## src/rtl/boruss_pkg.sv

```systemverilog
// Shared definitions for the BORUSS fetch/decode path: opcode constants,
// fetch FSM encoding, a debug view of the fetch state and the length helper.
package boruss_pkg;

  localparam logic [7:0] OP_NOP      = 8'h00;
  localparam logic [7:0] OP_LOAD_IMM = 8'h01;
  localparam logic [7:0] OP_SHL      = 8'h60;
  localparam logic [7:0] OP_JMP      = 8'h80;

  typedef enum logic [1:0] {
    S_OP    = 2'd0,
    S_ARG   = 2'd1,
    S_HOLD  = 2'd2,
    S_FAULT = 2'd3
  } fetch_state_e;

  typedef struct packed {
    fetch_state_e state;
    logic         wrapped;
  } fetch_dbg_t;

  // Only LOAD_IMM and JMP carry an immediate byte; everything else is one byte.
  function automatic logic op_has_operand(input logic [7:0] opcode);
    return (opcode == OP_LOAD_IMM) || (opcode == OP_JMP);
  endfunction

endpackage

```

## src/rtl/boruss_fetch_len.sv

```systemverilog
// Combinational instruction-length decode: flags opcodes followed by an operand byte.
module boruss_fetch_len
  import boruss_pkg::*;
(
  input  logic [7:0] opcode,
  output logic       two_byte
);

  assign two_byte = op_has_operand(opcode);

endmodule

```

## src/rtl/boruss_fetch.sv

```systemverilog
// Byte-serial instruction fetch: assembles 1/2-byte instructions from a combinational ROM.
// Optional macro BORUSS_FETCH_WRAP_TRAP_EN turns a PC wrap into a sticky fault.
module boruss_fetch
  import boruss_pkg::*;
#(
  parameter logic [7:0] RESET_PC = 8'h00
) (
  input  logic       clk,
  input  logic       rst,
  output logic [7:0] rom_address,
  input  logic [7:0] rom_data,
  output logic       instr_valid,
  input  logic       instr_ready,
  output logic [7:0] instr_opcode,
  output logic [7:0] instr_operand,
  output logic [7:0] instr_pc,
  input  logic       jump_en,
  input  logic [7:0] jump_target,
  output logic       fetch_fault,
  output fetch_dbg_t dbg
);

  // Handshake: instr_valid is high only in S_HOLD and the presented fields are
  // frozen there; a transfer happens on any cycle with instr_valid && instr_ready.
  // instr_ready is ignored while instr_valid is low.

  fetch_state_e state;
  fetch_state_e state_next;
  logic [7:0]   pc;
  logic [7:0]   pc_inc;
  logic         pc_carry;
  logic         wrapped;
  logic         two_byte;
  logic         redirect;
  logic         fault_on_op;
  logic         fault_on_arg;

  boruss_fetch_len u_len (
    .opcode   (rom_data),
    .two_byte (two_byte)
  );

  assign {pc_carry, pc_inc} = {1'b0, pc} + 9'd1;
  assign rom_address        = pc;
  assign redirect           = jump_en && (state != S_FAULT);

`ifdef BORUSS_FETCH_WRAP_TRAP_EN
  // A fetch about to start from a wrapped PC is diverted into the fault state.
  assign fault_on_op  = wrapped;
  assign fault_on_arg = pc_carry;
`else
  assign fault_on_op  = 1'b0;
  assign fault_on_arg = 1'b0;
`endif

  always_ff @(posedge clk) begin
    if (rst) begin
      state <= S_OP;
    end else begin
      state <= state_next;
    end
  end

  always_comb begin
    state_next = state;
    case (state)
      S_OP: begin
        if (two_byte) begin
          state_next = fault_on_arg ? S_FAULT : S_ARG;
        end else begin
          state_next = S_HOLD;
        end
      end
      S_ARG:   state_next = S_HOLD;
      S_HOLD: begin
        if (instr_ready) begin
          state_next = fault_on_op ? S_FAULT : S_OP;
        end
      end
      S_FAULT: state_next = S_FAULT;
      default: state_next = S_OP;
    endcase
    if (redirect) begin
      state_next = S_OP;
    end
  end

  always_comb begin
    instr_valid = (state == S_HOLD);
`ifdef BORUSS_FETCH_WRAP_TRAP_EN
    fetch_fault = (state == S_FAULT);
`else
    fetch_fault = 1'b0;
`endif
    dbg.state   = state;
    dbg.wrapped = wrapped;
  end

  // PC and instruction registers; a redirect wins over the byte being fetched.
  always_ff @(posedge clk) begin
    if (rst) begin
      pc            <= RESET_PC;
      wrapped       <= 1'b0;
      instr_opcode  <= OP_NOP;
      instr_operand <= 8'h00;
      instr_pc      <= 8'h00;
    end else if (redirect) begin
      pc      <= jump_target;
      wrapped <= 1'b0;
    end else begin
      case (state)
        S_OP: begin
          instr_opcode <= rom_data;
          instr_pc     <= pc;
          pc           <= pc_inc;
          if (pc_carry) begin
            wrapped <= 1'b1;
          end
          if (!two_byte) begin
            instr_operand <= 8'h00;
          end
        end
        S_ARG: begin
          instr_operand <= rom_data;
          pc            <= pc_inc;
          if (pc_carry) begin
            wrapped <= 1'b1;
          end
        end
        default: ;
      endcase
    end
  end

endmodule

```

## config.mk

```make
export PLATFORM = sky130hd
export DESIGN_NAME = boruss_fetch
export DESIGN_NICKNAME = d
export VERILOG_FILES = /design/src/rtl/boruss_pkg.sv /design/src/rtl/boruss_fetch_len.sv /design/src/rtl/boruss_fetch.sv
export SDC_FILE = /design/constraint.sdc
export NUM_CORES = 1
export LEC_CHECK = 0
export BUFFER_PORTS_ARGS = -buffer_cell sky130_fd_sc_hd__buf_2
export CAP_MARGIN = 10
export CORE_ASPECT_RATIO = 0.7
export CORE_UTILIZATION = 44
export DETAILED_ROUTE_END_ITERATION = 10
export GPL_TIMING_DRIVEN = 0
export PLACE_DENSITY = 0.73
export SLEW_MARGIN = 20
export SYNTH_ARGS = -nofsm -noshare
export SYNTH_HDL_FRONTEND = slang
export SYNTH_SLANG_ARGS = --single-unit
```

## constraint.sdc

```tcl
create_clock -name clk -period 2.3 [get_ports clk]
set_input_delay 0.345 -clock clk [delete_from_list [all_inputs] [get_ports clk]]
set_output_delay 0.345 -clock clk [all_outputs]
set_load 0.01 [all_outputs]
```

After elaboration in Yosys (flattened, before gate mapping)
Index checks and enable logic that the tools add are counted.
{"block": "classes", "n_addsub": 1, "n_eq_ne": 8, "n_mux": 7, "bitwise": 1, "n_reduce_logical": 10}
{"cell": "8-bit two-way mux", "count": 3}
{"cell": "8-bit case mux with 2 select lines", "count": 1}
{"cell": "8-bit by 1-bit adder with 9-bit output (second input constant)", "count": 1}
{"cell": "8-bit by 1-bit equality test with 1-bit output (second input constant)", "count": 1}
{"cell": "8-bit equality test (second input constant)", "count": 1}
{"cell": "2-bit case mux with 4 select lines", "count": 1}
{"cell": "2-bit equality test (second input constant)", "count": 2}
{"cell": "2-bit two-way mux", "count": 2}
{"cell": "2-bit != test (second input constant)", "count": 2}
{"cell": "2-bit AND reduction", "count": 2}
{"cell": "2-bit nonzero test", "count": 2}
{"cell": "2-bit OR reduction", "count": 2}
{"cell": "3-bit AND reduction", "count": 1}
{"cell": "2-bit by 1-bit equality test with 1-bit output (second input constant)", "count": 1}
{"cell": "2-bit logical NOT", "count": 1}
{"cell": "2-bit by 1-bit != test with 1-bit output (second input constant)", "count": 1}
{"cell": "1-bit logical AND", "count": 1}
{"cell": "1-bit logical OR", "count": 1}
{"cell": "1-bit NOT", "count": 1}
{"block": "word_totals", "ff_bits": 35, "in_bits": 20, "out_inout_bits": 37, "elab_cells": 33}

Logic depth before layout (Yosys ltp)
{"block": "logic_depth", "depth_word": 4, "depth_mapped": 6, "ltp_nobuf": 4}

Cells and area by module
From an unflattened synthesis, not the netlist that was laid out.
{"block": "hier_totals", "cells_unflattened": 182, "area_unflattened_um2": 1596.5}
{"mod": "boruss_fetch", "instances": 1, "cells_per_inst": 179, "area_each_um2": 1567.8, "seq_area_each_um2": 700.7}
{"mod": "boruss_fetch_len", "instances": 1, "cells_per_inst": 3, "area_each_um2": 28.8, "seq_area_each_um2": 0.0}

Least setup slack after synthesis
OpenSTA, ideal clock, no wires.
{"block": "synth_timing", "path_kind": "register to register", "from": "register state[0]", "to": "register instr_pc[5]", "setup_ns": 0.132, "t_arrival_ns": 1.226, "required_ns": 2.168, "path_slack_ns": 0.942, "stages_incl_launch_ff": 7, "path_buffers": 3, "synth_period_minus_slack_ns": 1.358, "path_cell_list": "dfxtp_1 > buf_2 > or3_1 > buf_2 > buf_6 > nand2_1 > a21oi_1"}
{"block": "synth_between", "elab_chain_len": 4, "word_cells_on_any_way": 5, "cone_classes": "eq/ne (1); bitwise (1); reduce/logical (3)"}
{"item": "from (decl)", "line": "boruss_fetch.sv:27", "text": "fetch_state_e state;"}
{"item": "from (signal assigned)", "line": "boruss_fetch.sv:60", "text": "state <= state_next;"}
{"item": "2-bit != test", "line": "boruss_fetch.sv:45", "text": "assign redirect = jump_en && (state != S_FAULT);"}
{"item": "1-bit logical AND", "line": "boruss_fetch.sv:45"}
{"item": "1-bit NOT (no line)"}
{"item": "2-bit AND reduction (no line) *"}
{"item": "to (signal assigned)", "line": "boruss_fetch.sv:114", "text": "instr_pc <= pc;"}
{"item": "to (decl)", "line": "boruss_fetch.sv:16", "text": "output logic [7:0] instr_pc,"}
Mark *: on every way between the ends. The rest lies on a longest branch, timed or not.
A chain may end at the register's enable or synchronous reset.

Final worst setup path
{"block": "layout_timing", "from": "register state[0]", "to": "output port instr_valid"}
{"block": "layout_between", "elab_chain_len": 1}
{"item": "2-bit equality test", "line": "boruss_fetch.sv:89", "text": "instr_valid = (state == S_HOLD);"}
{"item": "to (decl)", "line": "boruss_fetch.sv:12", "text": "output logic instr_valid,"}
No other way between the ends.

==> results.sh <==
export IMPL_cts_resized=0
export IMPL_ys_seq_area_share_pct=45.6
export IMPL_p_leak_nw=0.852
export IMPL_first_iter_violations=74
export IMPL_fmax_ghz=0.614
export IMPL_dp_hpwl_um=2880
export IMPL_placementRows=17
export IMPL_worstMarginPinSlew_ns=0.570
export IMPL_r2r_start="rom_address[0]"
export IMPL_rsz0062_at_grt="no"
export IMPL_fin_total_pwr_w=0.00138
export IMPL_post_route_min_period_ns=1.63
export IMPL_drive_gt1_share_pct=32.4
export IMPL_drt_pass1_iter_count=4
export IMPL_cts_root_buf="clkbuf_8"
export IMPL_p_seq_share_pct=47.8
export IMPL_synth_area_leader_cell="dfxtp_1"
export IMPL_critPathMostFrequentCell="buf_2"
export IMPL_antenna_found_initial=0
export IMPL_p_per_area_nw_per_um2=699
export IMPL_worst_setup_path_end_kind="output port"
export IMPL_dieHeight_um=51.4
export IMPL_syn_area_um2=1540
export IMPL_synthCells=180
export IMPL_hold_viol=0
export IMPL_ant_nets=0
export IMPL_fp_dieW_um=72.6
export IMPL_core_area_um2=3230
export IMPL_p_int_w=0.00102
export IMPL_grt_overflow=0
export IMPL_grt_pass1_vias=1336
export IMPL_post_route_period_util_pct=70.8
export IMPL_crit_arrival_ns=1.28
export IMPL_fin_area_um2=1970
export IMPL_ff2ff_setup_slack_ns=0.81
export IMPL_portBuffers=53
export IMPL_grt_max_degree=13
export IMPL_synth_top_cell_area_share_pct=45.6
export IMPL_syn_nets=201
export IMPL_clock_latency_ns=0.29
export IMPL_n_fill_cell=311
export IMPL_setup_tns_ns=0
export IMPL_skew_ns=0.00698
export IMPL_slew_viol_final=0
export IMPL_syn_avg_cell_area_um2=8.53
export IMPL_path_max_fanout=10
export IMPL_ir_drop_uv=488
export IMPL_syn2layout_area_growth_pct=28.4
export IMPL_startpoint="state[0]"
export IMPL_h_tree_depth=2
export IMPL_regArea_um2=701
export IMPL_yosysWarnings=0
export IMPL_holdBufCountCts=0
export IMPL_drt_wl_total_um=3830
export IMPL_antenna_cells=0
export IMPL_slowest_stage="dfxtp_1"
export IMPL_via_count=1502
export IMPL_cp_cell_sequence="buf_2 > buf_2 > nor2_1 > buf_2"
export IMPL_multi_input_area_um2=738
export IMPL_placed_area_um2=1860
export IMPL_grt_pass1_wl_um=6260
export IMPL_clockPowerShare_pct=40.2
export IMPL_critPathMaxStageDelay_ns=0.34
export IMPL_cts_tree="done"
export IMPL_relSlewSlack_pct=61.9
export IMPL_cts_buffer_depth=2
export IMPL_ys_ff_latch=35
export IMPL_cts_sinks=35
export IMPL_via_per_inst=5.22
export IMPL_crit_path_end="instr_valid"
export IMPL_hp_class="in2reg"
export IMPL_num_io_pins=57
export IMPL_grt_use_total_pct=22.4
export IMPL_cts_setup_buffers=0
export IMPL_swShare_pct=25.8
export IMPL_status="completed"
export IMPL_reg2reg_depth=4
export IMPL_synth_area_top_cells="dfxtp_1 (46%), nand2_1 (10%), a21oi_1 (8.5%), a311oi_1 (6.8%), buf_4 (2.0%)"
export IMPL_switchingPower_w=0.000356
export IMPL_combPwrFrac_pct=12.0
export IMPL_start_util_pct=47.5
export IMPL_cts_clk_slew_worst_paths_ns=0.08
export IMPL_die_area_um2=3730
export IMPL_rr_endpoint="rom_address[6]"
export IMPL_dp_slack_ns=0.728
export IMPL_tritoncts_num_buffers=5
export IMPL_drv_cap=0
export IMPL_setup_slack_ns=0.672
export IMPL_final_util_pct=61.0
export IMPL_setup_violations=0
export IMPL_netlist_cell_type_count=40
export IMPL_start_kind="flip-flop"
export IMPL_place_congestion=0.793
export IMPL_cp_data_required_time_ns=1.96
export IMPL_route_detailed_drc=0
export IMPL_wire_per_inst_um=13.3
export IMPL_crit_type="reg2out"
export IMPL_fin_nets=261
## critical path: cells and delay by family (launching register included)
kind,cells,cell delay (ns)
and+or+nand+nor,1,0.07
DFF,1,0.34
buffers and inverters,3,0.58
## flip-flops by register name, summed over array words and instances (netlist names)
register,cells
instr_pc,8
state,2
wrapped,1
instr_operand,8
rom_address,8
instr_opcode,8
## per-layer routing
layer,track usage [%],wire length (um),vias up
li1,-,-,758
met1,31.9,1970,690
met2,32.6,1580,51
met3,5.52,248,3
met4,8.50,27,0
met5,0,0,-
## area by class of cell
type	instances	share of cell area [%]
clock inverter	3	2.22
inverter	4	0.761
clock buffer	5	3.49
buffer	14	4.12
multi-input combinational	127	37.4
sequential	35	35.5
timing repair buffer	53	13.5
tap	47	2.98
## cells in the final DEF, fill, tap and decap left out, types with 2 or more instances in the layout
| cell | synthesis | final |
|---|---|---|
| buf_2 | 5 | 58 |
| nand4b_1 | 2 | 2 |
| buf_4 | 4 | 4 |
| clkbuf_8 | 0 | 5 |
| or3_1 | 3 | 3 |
| a211oi_1 | 3 | 3 |
| dfxtp_1 | 35 | 35 |
| a311oi_1 | 12 | 12 |
| clkbuf_1 | 3 | 3 |
| inv_1 | 3 | 3 |
| o21ai_0 | 2 | 2 |
| nor2_1 | 8 | 8 |
| xor2_1 | 3 | 3 |
| o31ai_1 | 2 | 2 |
| nand2_1 | 42 | 42 |
| a21oi_1 | 26 | 26 |
| nand3_1 | 2 | 2 |
| mux2i_1 | 2 | 2 |
## synth_stat cells
library cell	instances
o211a_1	1
nand3_2	1
nor3_1	1
xnor2_1	1
a21oi_1	26
or4_1	1
inv_2	1
inv_1	3
a311oi_1	12
o21ai_1	1
a21bo_2	1
a211oi_1	3
buf_2	5
conb_1	1
nand2b_1	1
or2_1	1
buf_1	1
nand2_1	42
or3_1	3
nand3b_1	1
nor2_1	8
nand4_2	1
o31ai_1	2
buf_4	4
nand3_1	2
nor4_1	1
o21ai_0	2
nor3_2	1
a2111oi_0	1
a31oi_1	1
ha_1	1
mux2i_1	2
nor4_2	1
clkbuf_1	3
nor3b_1	1
nor3b_4	1
nand4b_1	2
buf_6	1
dfxtp_1	35
xor2_1	3
## power by group through the flow
stage	logic (W)	registers, W	clock network (W)
floorplan	0.0000840	0.000680	0
global placement	0.000162	0.000673	0
detailed placement	0.000164	0.000673	0
CTS	0.000165	0.000659	0.000563
global route	0.000182	0.000663	0.000590
finish	0.000165	0.000659	0.000554
## how the worst min path moves through the flow
stage | endpoint | from | slack, ns | depth (start not counted)
2_1_floorplan | wrapped | wrapped | 0.47 | 1
3_3_place_gp | instr_opcode[7] | instr_opcode[7] | 0.44 | 2
3_5_place_dp | instr_pc[4] | instr_pc[4] | 0.45 | 2
4_1_cts | rom_address[0] | jump_target[0] | 0.30 | 3
5_1_grt | rom_address[0] | jump_target[0] | 0.31 | 3
6_report | rom_address[0] | jump_target[0] | 0.30 | 3
## cell families (layout without fill, tap and decap cells)
logic type | Yosys count | count (layout) | share of synthesized area [%]
and+or+nand+nor | 69 | 69 | 22.4
AOI/OAI and AO/OA | 50 | 50 | 21.0
DFF | 35 | 35 | 45.6
buffers and inverters | 18 | 79 | 6.27
xor gates and xnor gates | 4 | 4 | 2.28
muxes | 2 | 2 | 1.30
adders and majority gates | 1 | 1 | 0.815
other | 1 | 1 | 0.244
## metrics by stage
step	hold WS (ns)	std cells
3_5_place_dp	0.447	280
2_1_floorplan	0.473	180
3_3_place_gp	0.445	280
6_report	0.298	288
5_1_grt	0.308	288
4_1_cts	0.296	288
No activity file was read; power rests on OpenSTA's default activity.
